--- src/rtl/seg_scan_display.sv ---
// Six-digit multiplexed 7-segment scanner: latches a coherent BCD frame, then scans one digit per dwell.
// Optional build macro LEAD_ZERO_BLANK_EN darkens leading zero hour digits.
`timescale 1ns/1ps
module seg_scan_display #(
  parameter int DWELL_CYCLES = 50000,
  parameter bit SEG_POL      = 1'b1
) (
  input  logic       Clk,
  input  logic       rst_n,
  input  logic [3:0] hr_h,
  input  logic [3:0] hr_l,
  input  logic [3:0] min_h,
  input  logic [3:0] min_l,
  input  logic [3:0] sec_h,
  input  logic [3:0] sec_l,
  input  logic       blank,
  output logic [6:0] seg_out,
  output logic       dp_out,
  output logic [5:0] dig_sel,
  output logic       frame_done
);

  localparam int             CW      = (DWELL_CYCLES > 2) ? $clog2(DWELL_CYCLES) : 1;
  localparam logic [CW-1:0]  TC      = CW'(DWELL_CYCLES - 1);
  localparam logic [6:0]     SEG_OFF = SEG_POL ? 7'h7F : 7'h00;
  localparam logic           DP_OFF  = SEG_POL;

  function automatic logic [6:0] seg_encode(input logic [3:0] d);
    logic [6:0] s;
    case (d)
      4'd0:    s = 7'h3F;
      4'd1:    s = 7'h06;
      4'd2:    s = 7'h5B;
      4'd3:    s = 7'h4F;
      4'd4:    s = 7'h66;
      4'd5:    s = 7'h6D;
      4'd6:    s = 7'h7D;
      4'd7:    s = 7'h07;
      4'd8:    s = 7'h7F;
      4'd9:    s = 7'h6F;
      default: s = 7'h40;
    endcase
    return s;
  endfunction

  logic [CW-1:0]   r_cnt;
  logic [2:0]      r_idx;
  logic [5:0][3:0] r_shadow;
  logic            r_load_first;

  logic       w_tc;
  logic       w_wrap;
  logic       w_load;
  logic       w_dark;
  logic       w_off;
  logic [3:0] w_digit;

  assign w_tc   = (r_cnt == TC);
  assign w_wrap = w_tc && (r_idx == 3'd5);
  assign w_load = r_load_first | w_wrap;

`ifdef LEAD_ZERO_BLANK_EN
  assign w_dark = ((r_idx == 3'd5) && (r_shadow[5] == 4'd0)) ||
                  ((r_idx == 3'd4) && (r_shadow[5] == 4'd0) && (r_shadow[4] == 4'd0));
`else
  assign w_dark = 1'b0;
`endif

  // The load_first cycle is kept dark so the first visible digit comes from the fresh load.
  assign w_off = blank | r_load_first | w_dark;

  always_comb begin
    w_digit = r_shadow[0];
    case (r_idx)
      3'd1:    w_digit = r_shadow[1];
      3'd2:    w_digit = r_shadow[2];
      3'd3:    w_digit = r_shadow[3];
      3'd4:    w_digit = r_shadow[4];
      3'd5:    w_digit = r_shadow[5];
      default: w_digit = r_shadow[0];
    endcase
  end

  // Scan control: dwell counter, slot index, frame pulse
  always_ff @(posedge Clk or negedge rst_n) begin
    if (!rst_n) begin
      r_cnt        <= '0;
      r_idx        <= 3'd0;
      r_load_first <= 1'b1;
      frame_done   <= 1'b0;
    end else begin
      r_load_first <= 1'b0;
      frame_done   <= w_wrap;
      if (w_tc) begin
        r_cnt <= '0;
        r_idx <= w_wrap ? 3'd0 : r_idx + 3'd1;
      end else begin
        r_cnt <= r_cnt + 1'b1;
      end
    end
  end

  // Frame shadow: index 0 = sec_l ... index 5 = hr_h
  always_ff @(posedge Clk or negedge rst_n) begin
    if (!rst_n) begin
      r_shadow <= '0;
    end else if (w_load) begin
      r_shadow <= {hr_h, hr_l, min_h, min_l, sec_h, sec_l};
    end
  end

  // Output stage: one cycle behind idx/shadow
  always_ff @(posedge Clk or negedge rst_n) begin
    if (!rst_n) begin
      dig_sel <= 6'b111111;
      seg_out <= SEG_OFF;
      dp_out  <= DP_OFF;
    end else if (w_off) begin
      dig_sel <= 6'b111111;
      seg_out <= SEG_OFF;
      dp_out  <= DP_OFF;
    end else begin
      dig_sel <= ~(6'b000001 << r_idx);
      seg_out <= seg_encode(w_digit) ^ {7{SEG_POL}};
      dp_out  <= ((r_idx == 3'd2) || (r_idx == 3'd4)) ^ SEG_POL;
    end
  end

endmodule
--- config.mk ---
export PLATFORM = sky130hd
export DESIGN_NAME = seg_scan_display
export DESIGN_NICKNAME = d
export VERILOG_FILES = /design/src/rtl/seg_scan_display.sv
export SDC_FILE = /design/constraint.sdc
export NUM_CORES = 1
export LEC_CHECK = 0
export ABC_AREA = 0
export CORE_MARGIN = 3
export CORE_UTILIZATION = 49
export DETAILED_ROUTE_END_ITERATION = 12
export MAX_ROUTING_LAYER = met4
export PLACE_DENSITY = 0.76
export SLEW_MARGIN = 5
export SYNTH_ARGS = -nofsm -noshare
export SYNTH_HDL_FRONTEND = slang
export SYNTH_SLANG_ARGS = --single-unit
export TNS_END_PERCENT = 10
--- constraint.sdc ---
create_clock -name Clk -period 2.7 [get_ports Clk]
set_input_delay 0.81 -clock Clk [delete_from_list [all_inputs] [get_ports Clk]]
set_output_delay 0.81 -clock Clk [all_outputs]
set_load 0.05 [all_outputs]
==> impl_metrics.prom, run 1 <==
# TYPE chip_impl_metric gauge
chip_impl_metric{name="fin_skew",unit="ns"} 0.00777
chip_impl_metric{name="timing.reg2reg.worst_path_depth",unit=""} 10
chip_impl_metric{name="drt-initial-drc-count",unit=""} 122
chip_impl_info{name="r2r-start",value="r_idx[0]$_DFFE_PN0N_"} 1
chip_impl_metric{name="maxSlewViolCount",unit=""} 0
chip_impl_metric{name="maxCapViolCount",unit=""} 0
chip_impl_info{name="hp-start",value="r_cnt[0]$_DFF_PN0_"} 1
chip_impl_metric{name="worstPathMaxFanout",unit=""} 8
chip_impl_info{name="most_common_library_cell_in_the_layout_ignoring_fill_and_taps",value="sky130_fd_sc_hd__dfrtp_1"} 1
chip_impl_metric{name="synth_seq_cells",unit=""} 59
chip_impl_metric{name="fin_setup_tns",unit="ns"} 0
chip_impl_metric{name="worst_hold_path.num_cells",unit=""} 1
chip_impl_info{name="worst-setup-path-type",value="reg2reg"} 1
chip_impl_metric{name="firstDrtPassIters",unit=""} 4
chip_impl_metric{name="fmax",unit="MHz"} 401
chip_impl_info{name="regToRegEndpoint",value="seg_out[4]$_DFF_PN1_"} 1
chip_impl_info{name="tritoncts",value="yes"} 1
chip_impl_metric{name="mappedNetlistNets",unit=""} 265
chip_impl_info{name="synthFlopType",value="sky130_fd_sc_hd__dfrtp_1"} 1
chip_impl_metric{name="synthesis.yosys.warnings",unit=""} 0
chip_impl_metric{name="postSynthAreaPerCell",unit="um^2"} 12.6
chip_impl_metric{name="synth_compound_area_share",unit="%"} 7.62
chip_impl_metric{name="area_delta_synth_final",unit="%"} 25.6
chip_impl_metric{name="wl_per_cell",unit="um"} 14.6
chip_impl_metric{name="number_of_enable_flip_flop_cells_after_synthesis",unit=""} 0
chip_impl_metric{name="placed_instances",unit=""} 344
chip_impl_metric{name="die-area",unit="um^2"} 6780
chip_impl_metric{name="synthMuxAreaShare",unit="%"} 15.3
chip_impl_info{name="timing.hold.worst_endpoint",value="r_cnt[0]$_DFF_PN0_"} 1
chip_impl_metric{name="core-area",unit="um^2"} 5570
chip_impl_metric{name="first_pass_grt_wire_length",unit="um"} 9040
chip_impl_metric{name="multiInputGateArea",unit="um^2"} 1290
chip_impl_info{name="worst_setup_path_end_kind",value="register"} 1
chip_impl_metric{name="report.final.setup_viol",unit=""} 0
chip_impl_metric{name="final_nets",unit=""} 321
chip_impl_info{name="worst_setup_path_start_kind",value="register"} 1
chip_impl_info{name="grt_setup_unrepaired",value="false"} 1
chip_impl_metric{name="grt_start_max_net_pins",unit=""} 32
chip_impl_metric{name="antennaDiodeCount",unit=""} 0
chip_impl_metric{name="floorplan.io_pins",unit=""} 42
chip_impl_metric{name="cts_max_level",unit=""} 3
chip_impl_metric{name="synthSimpleGateAreaFrac",unit="%"} 12.6
chip_impl_metric{name="die_h",unit="um"} 82.4
chip_impl_metric{name="p_seq_share",unit="%"} 48.3
chip_impl_metric{name="cellPowerDensity",unit="nW/um^2"} 555
chip_impl_metric{name="timing.slew.headroom",unit="%"} 58.2
chip_impl_metric{name="final_util",unit="%"} 64.4
chip_impl_info{name="combinational_family_with_the_most_area_after_synthesis",value="multiplexers"} 1
chip_impl_metric{name="numPortBuffers",unit=""} 41
chip_impl_metric{name="placed_area",unit="um^2"} 3390
chip_impl_metric{name="synth_xor_area_share",unit="%"} 4.29
chip_impl_info{name="crit_path_start",value="r_idx[0]$_DFFE_PN0N_"} 1
chip_impl_metric{name="reg2reg_setup_slack",unit="ns"} 0.21
chip_impl_metric{name="detail_route.wirelength",unit="um"} 5260
chip_impl_metric{name="finalWeightedCongestion",unit=""} 0.902
chip_impl_info{name="status",value="completed"} 1
chip_impl_metric{name="worst_setup_hold_path_clk_slew",unit="ns"} 0.06
chip_impl_metric{name="viasPerCell",unit=""} 5.23
chip_impl_metric{name="p_sw_share",unit="%"} 23.8
chip_impl_metric{name="final.period_utilization",unit="%"} 92.3
chip_impl_metric{name="synth_area",unit="um^2"} 2860
chip_impl_metric{name="finalWorstPathRequiredPeriod",unit="ns"} 2.49
chip_impl_metric{name="worst_skew_pair.late_latency",unit="ns"} 0.33
chip_impl_info{name="hold_path.class",value="reg2reg"} 1
chip_impl_metric{name="tritoncts_num_sinks",unit=""} 59
chip_impl_metric{name="final_critical_path_setup_slack",unit="ns"} 0.208
chip_impl_metric{name="grt_util_all_layers",unit="%"} 18.3
chip_impl_metric{name="worstPathRequired",unit="ns"} 2.95
chip_impl_metric{name="cts_max_path_buffers",unit=""} 2
chip_impl_info{name="layout.cells.most_common_list",value="sky130_fd_sc_hd__dfrtp_1 (44), sky130_fd_sc_hd__clkdlybuf4s50_1 (40), sky130_fd_sc_hd__mux2_4 (21)"} 1
chip_impl_metric{name="p_sw",unit="mW"} 0.475
chip_impl_metric{name="report.power.total",unit="mW"} 1.99
chip_impl_metric{name="final.fill_count",unit=""} 432
chip_impl_metric{name="die_x",unit="um"} 82.4
chip_impl_metric{name="seq_area",unit="um^2"} 1500
chip_impl_metric{name="synthCells",unit=""} 227
chip_impl_metric{name="cell_internal_pwr",unit="mW"} 1.52
chip_impl_metric{name="hold_viol_final",unit=""} 0
chip_impl_metric{name="synth_cell_type_count",unit=""} 44
chip_impl_metric{name="std_cell_rows",unit=""} 27
chip_impl_metric{name="grt_pass1_vias",unit=""} 1983
chip_impl_metric{name="drive_above_1_share",unit="%"} 28.1
chip_impl_metric{name="worst-endpoint-arrival",unit="ns"} 2.74
chip_impl_metric{name="proportion_of_power_drawn_by_combinational_gates",unit="%"} 12.5
chip_impl_metric{name="antenna_found_initial",unit=""} 0
chip_impl_metric{name="start_util",unit="%"} 51.3
chip_impl_metric{name="layoutNonFillerInstCount",unit=""} 360
chip_impl_metric{name="yosys.area_share.adder",unit="%"} 4.82
chip_impl_metric{name="detail_route.drc_violations",unit=""} 0
chip_impl_metric{name="leakagePower",unit="nW"} 1.56
chip_impl_metric{name="max_slew.worst_pin.slew",unit="ns"} 0.627
chip_impl_metric{name="place.detailed.hpwl",unit="um"} 3790
chip_impl_metric{name="peakVddDrop",unit="mV"} 0.294
chip_impl_metric{name="async_reset_ff_share",unit="%"} 100
chip_impl_metric{name="holdWs",unit="ns"} 0.486
chip_impl_metric{name="post-route-cell-area",unit="um^2"} 3590
chip_impl_metric{name="post_cts_buffers",unit=""} 0
chip_impl_metric{name="pre_cts_ws",unit="ns"} 0.168
chip_impl_metric{name="share_of_synthesized_area_occupied_by_flip_flops_and_latches",unit="%"} 52.3
chip_impl_metric{name="grt_remaining_overflow",unit=""} 0
chip_impl_metric{name="vias",unit=""} 1882
chip_impl_metric{name="cts_made_buffers",unit=""} 9
chip_impl_metric{name="antenna_nets_post_route",unit=""} 0
chip_impl_metric{name="clock_power_share",unit="%"} 39.2
chip_impl_info{name="clock_tree_root_driver_cell",value="sky130_fd_sc_hd__clkbuf_8"} 1
-- timing repair --
| item | in CTS | in global routing |
|---|---|---|
| endpoints found under the setup margin | 0 | 2 |
| gates resized for setup | 0 | 2 |
| hold buffers | 0 | 0 |
-- state kept, by name, summed over array words and instances, names as in the netlist --
name          flops
dig_sel           6
dp_out            1
frame_done        1
r_cnt            16
r_idx             3
r_load_first      1
r_shadow         24
seg_out           7
-- worst max-delay path, stage by stage, from the launching register on --
cell and delay [ns]:
sky130_fd_sc_hd__dfrtp_1 0.40, sky130_fd_sc_hd__ha_1 0.20, sky130_fd_sc_hd__ha_1 0.18, sky130_fd_sc_hd__or2_2 0.31
sky130_fd_sc_hd__or2_4 0.29, sky130_fd_sc_hd__mux2_4 0.36, sky130_fd_sc_hd__inv_1 0.11, sky130_fd_sc_hd__ha_1 0.17
sky130_fd_sc_hd__a311oi_1 0.05, sky130_fd_sc_hd__a211oi_1 0.22, sky130_fd_sc_hd__o21ai_0 0.14
-- cell families after synthesis --
kind of cell | after synthesis
DFF | 59
and+or+nand+nor | 70
adders and majority gates | 11
xor gates and xnor gates | 14
muxes | 32
other | 1
buffers and inverters | 14
AOI/OAI and AO/OA | 26
-- routing by layer --
| layer | track usage, % | vias to the layer above | wire length, um |
|---|---|---|---|
| li1 | - | 915 | - |
| met1 | 23.2 | 910 | 2440 |
| met2 | 28.4 | 44 | 2480 |
| met3 | 2.93 | 13 | 216 |
| met4 | 9.30 | 0 | 118 |
| met5 | - | - | 0 |
-- cells in the mapped netlist, types with 2 or more instances --
cell / number / area share, %
sky130_fd_sc_hd__mux2_4: 21 / 11
sky130_fd_sc_hd__a31oi_1: 2 / 0.44
sky130_fd_sc_hd__buf_6: 4 / 1.6
sky130_fd_sc_hd__xnor2_1: 7 / 2.1
sky130_fd_sc_hd__nand4_1: 3 / 0.66
sky130_fd_sc_hd__a31o_2: 2 / 0.61
sky130_fd_sc_hd__a222oi_1: 3 / 1.1
sky130_fd_sc_hd__inv_1: 8 / 1.1
sky130_fd_sc_hd__nor2b_1: 2 / 0.44
sky130_fd_sc_hd__nand2_1: 13 / 1.7
sky130_fd_sc_hd__a32oi_1: 2 / 0.61
sky130_fd_sc_hd__a22oi_1: 3 / 0.79
sky130_fd_sc_hd__xor2_1: 7 / 2.1
sky130_fd_sc_hd__mux2i_1: 2 / 0.70
sky130_fd_sc_hd__ha_1: 11 / 4.8
sky130_fd_sc_hd__nor3_1: 5 / 0.88
sky130_fd_sc_hd__nand3b_1: 2 / 0.53
sky130_fd_sc_hd__nor2_1: 20 / 2.6
sky130_fd_sc_hd__nand3_1: 11 / 1.9
sky130_fd_sc_hd__dfrtp_1: 44 / 39
sky130_fd_sc_hd__o21ai_0: 6 / 1.1
sky130_fd_sc_hd__mux2_2: 9 / 3.5
sky130_fd_sc_hd__a31oi_4: 2 / 1.5
sky130_fd_sc_hd__or2_2: 2 / 0.44
sky130_fd_sc_hd__and3_1: 3 / 0.66
sky130_fd_sc_hd__dfstp_2: 15 / 14
-- power by group through the flow --
stage	combinational [mW]	sequential, mW	clock (mW)
4_1_cts	0.250	0.962	0.792
3_3_place_gp	0.244	0.975	0
3_5_place_dp	0.248	0.977	0
2_1_floorplan	0.126	0.998	0
5_1_grt	0.271	0.967	0.834
6_report	0.248	0.962	0.781
-- layout make-up --
| cell class | instances | share of cell area [%] |
|---|---|---|
| Clock inverter | 5 | 1.46 |
| Timing Repair Buffer | 51 | 13.7 |
| Clock buffer | 11 | 3.94 |
| Tap cell | 72 | 2.51 |
| Inverter | 8 | 0.837 |
| Sequential cell | 59 | 41.7 |
| Multi-Input combinational cell | 154 | 35.9 |
-- worst max path at each step --
stage | to | slack, ns | cells after the start
final | seg_out[4]$_DFF_PN1_ | 0.21 | 10
after global routing | seg_out[4]$_DFF_PN1_ | 0.03 | 10
after CTS | seg_out[4]$_DFF_PN1_ | 0.12 | 10
after detailed placement | seg_out[4]$_DFF_PN1_ | 0.17 | 10
after global placement | seg_out[1]$_DFF_PN1_ | 0.25 | 8
after floorplan | seg_out[4]$_DFF_PN1_ | 0.07 | 12
Note: power is estimated with default switching activity, not from simulation.
==> inputs of run 2 (changes only) <==
--- a/config.mk
+++ b/config.mk
@@ -17,2 +17,2 @@
 export SYNTH_SLANG_ARGS = --single-unit
-export TNS_END_PERCENT = 10
+export TNS_END_PERCENT = 1
--- a/constraint.sdc
+++ b/constraint.sdc
@@ -3,2 +3,2 @@
 set_output_delay 0.81 -clock Clk [all_outputs]
-set_load 0.05 [all_outputs]
+set_load 0.005 [all_outputs]
==> results of run 2 <==
Same layout as run 1 (identical final DEF). Status: completed.
Main changes from that run: total power 1.99 mW -> 1.96 mW
==> inputs of run 3 (changes only) <==
- CAP_MARGIN: default -> 25
==> results of run 3 <==
Same layout as run 1 (identical final DEF). Status: completed.
Main changes from that run: total power 1.99 mW -> 1.96 mW
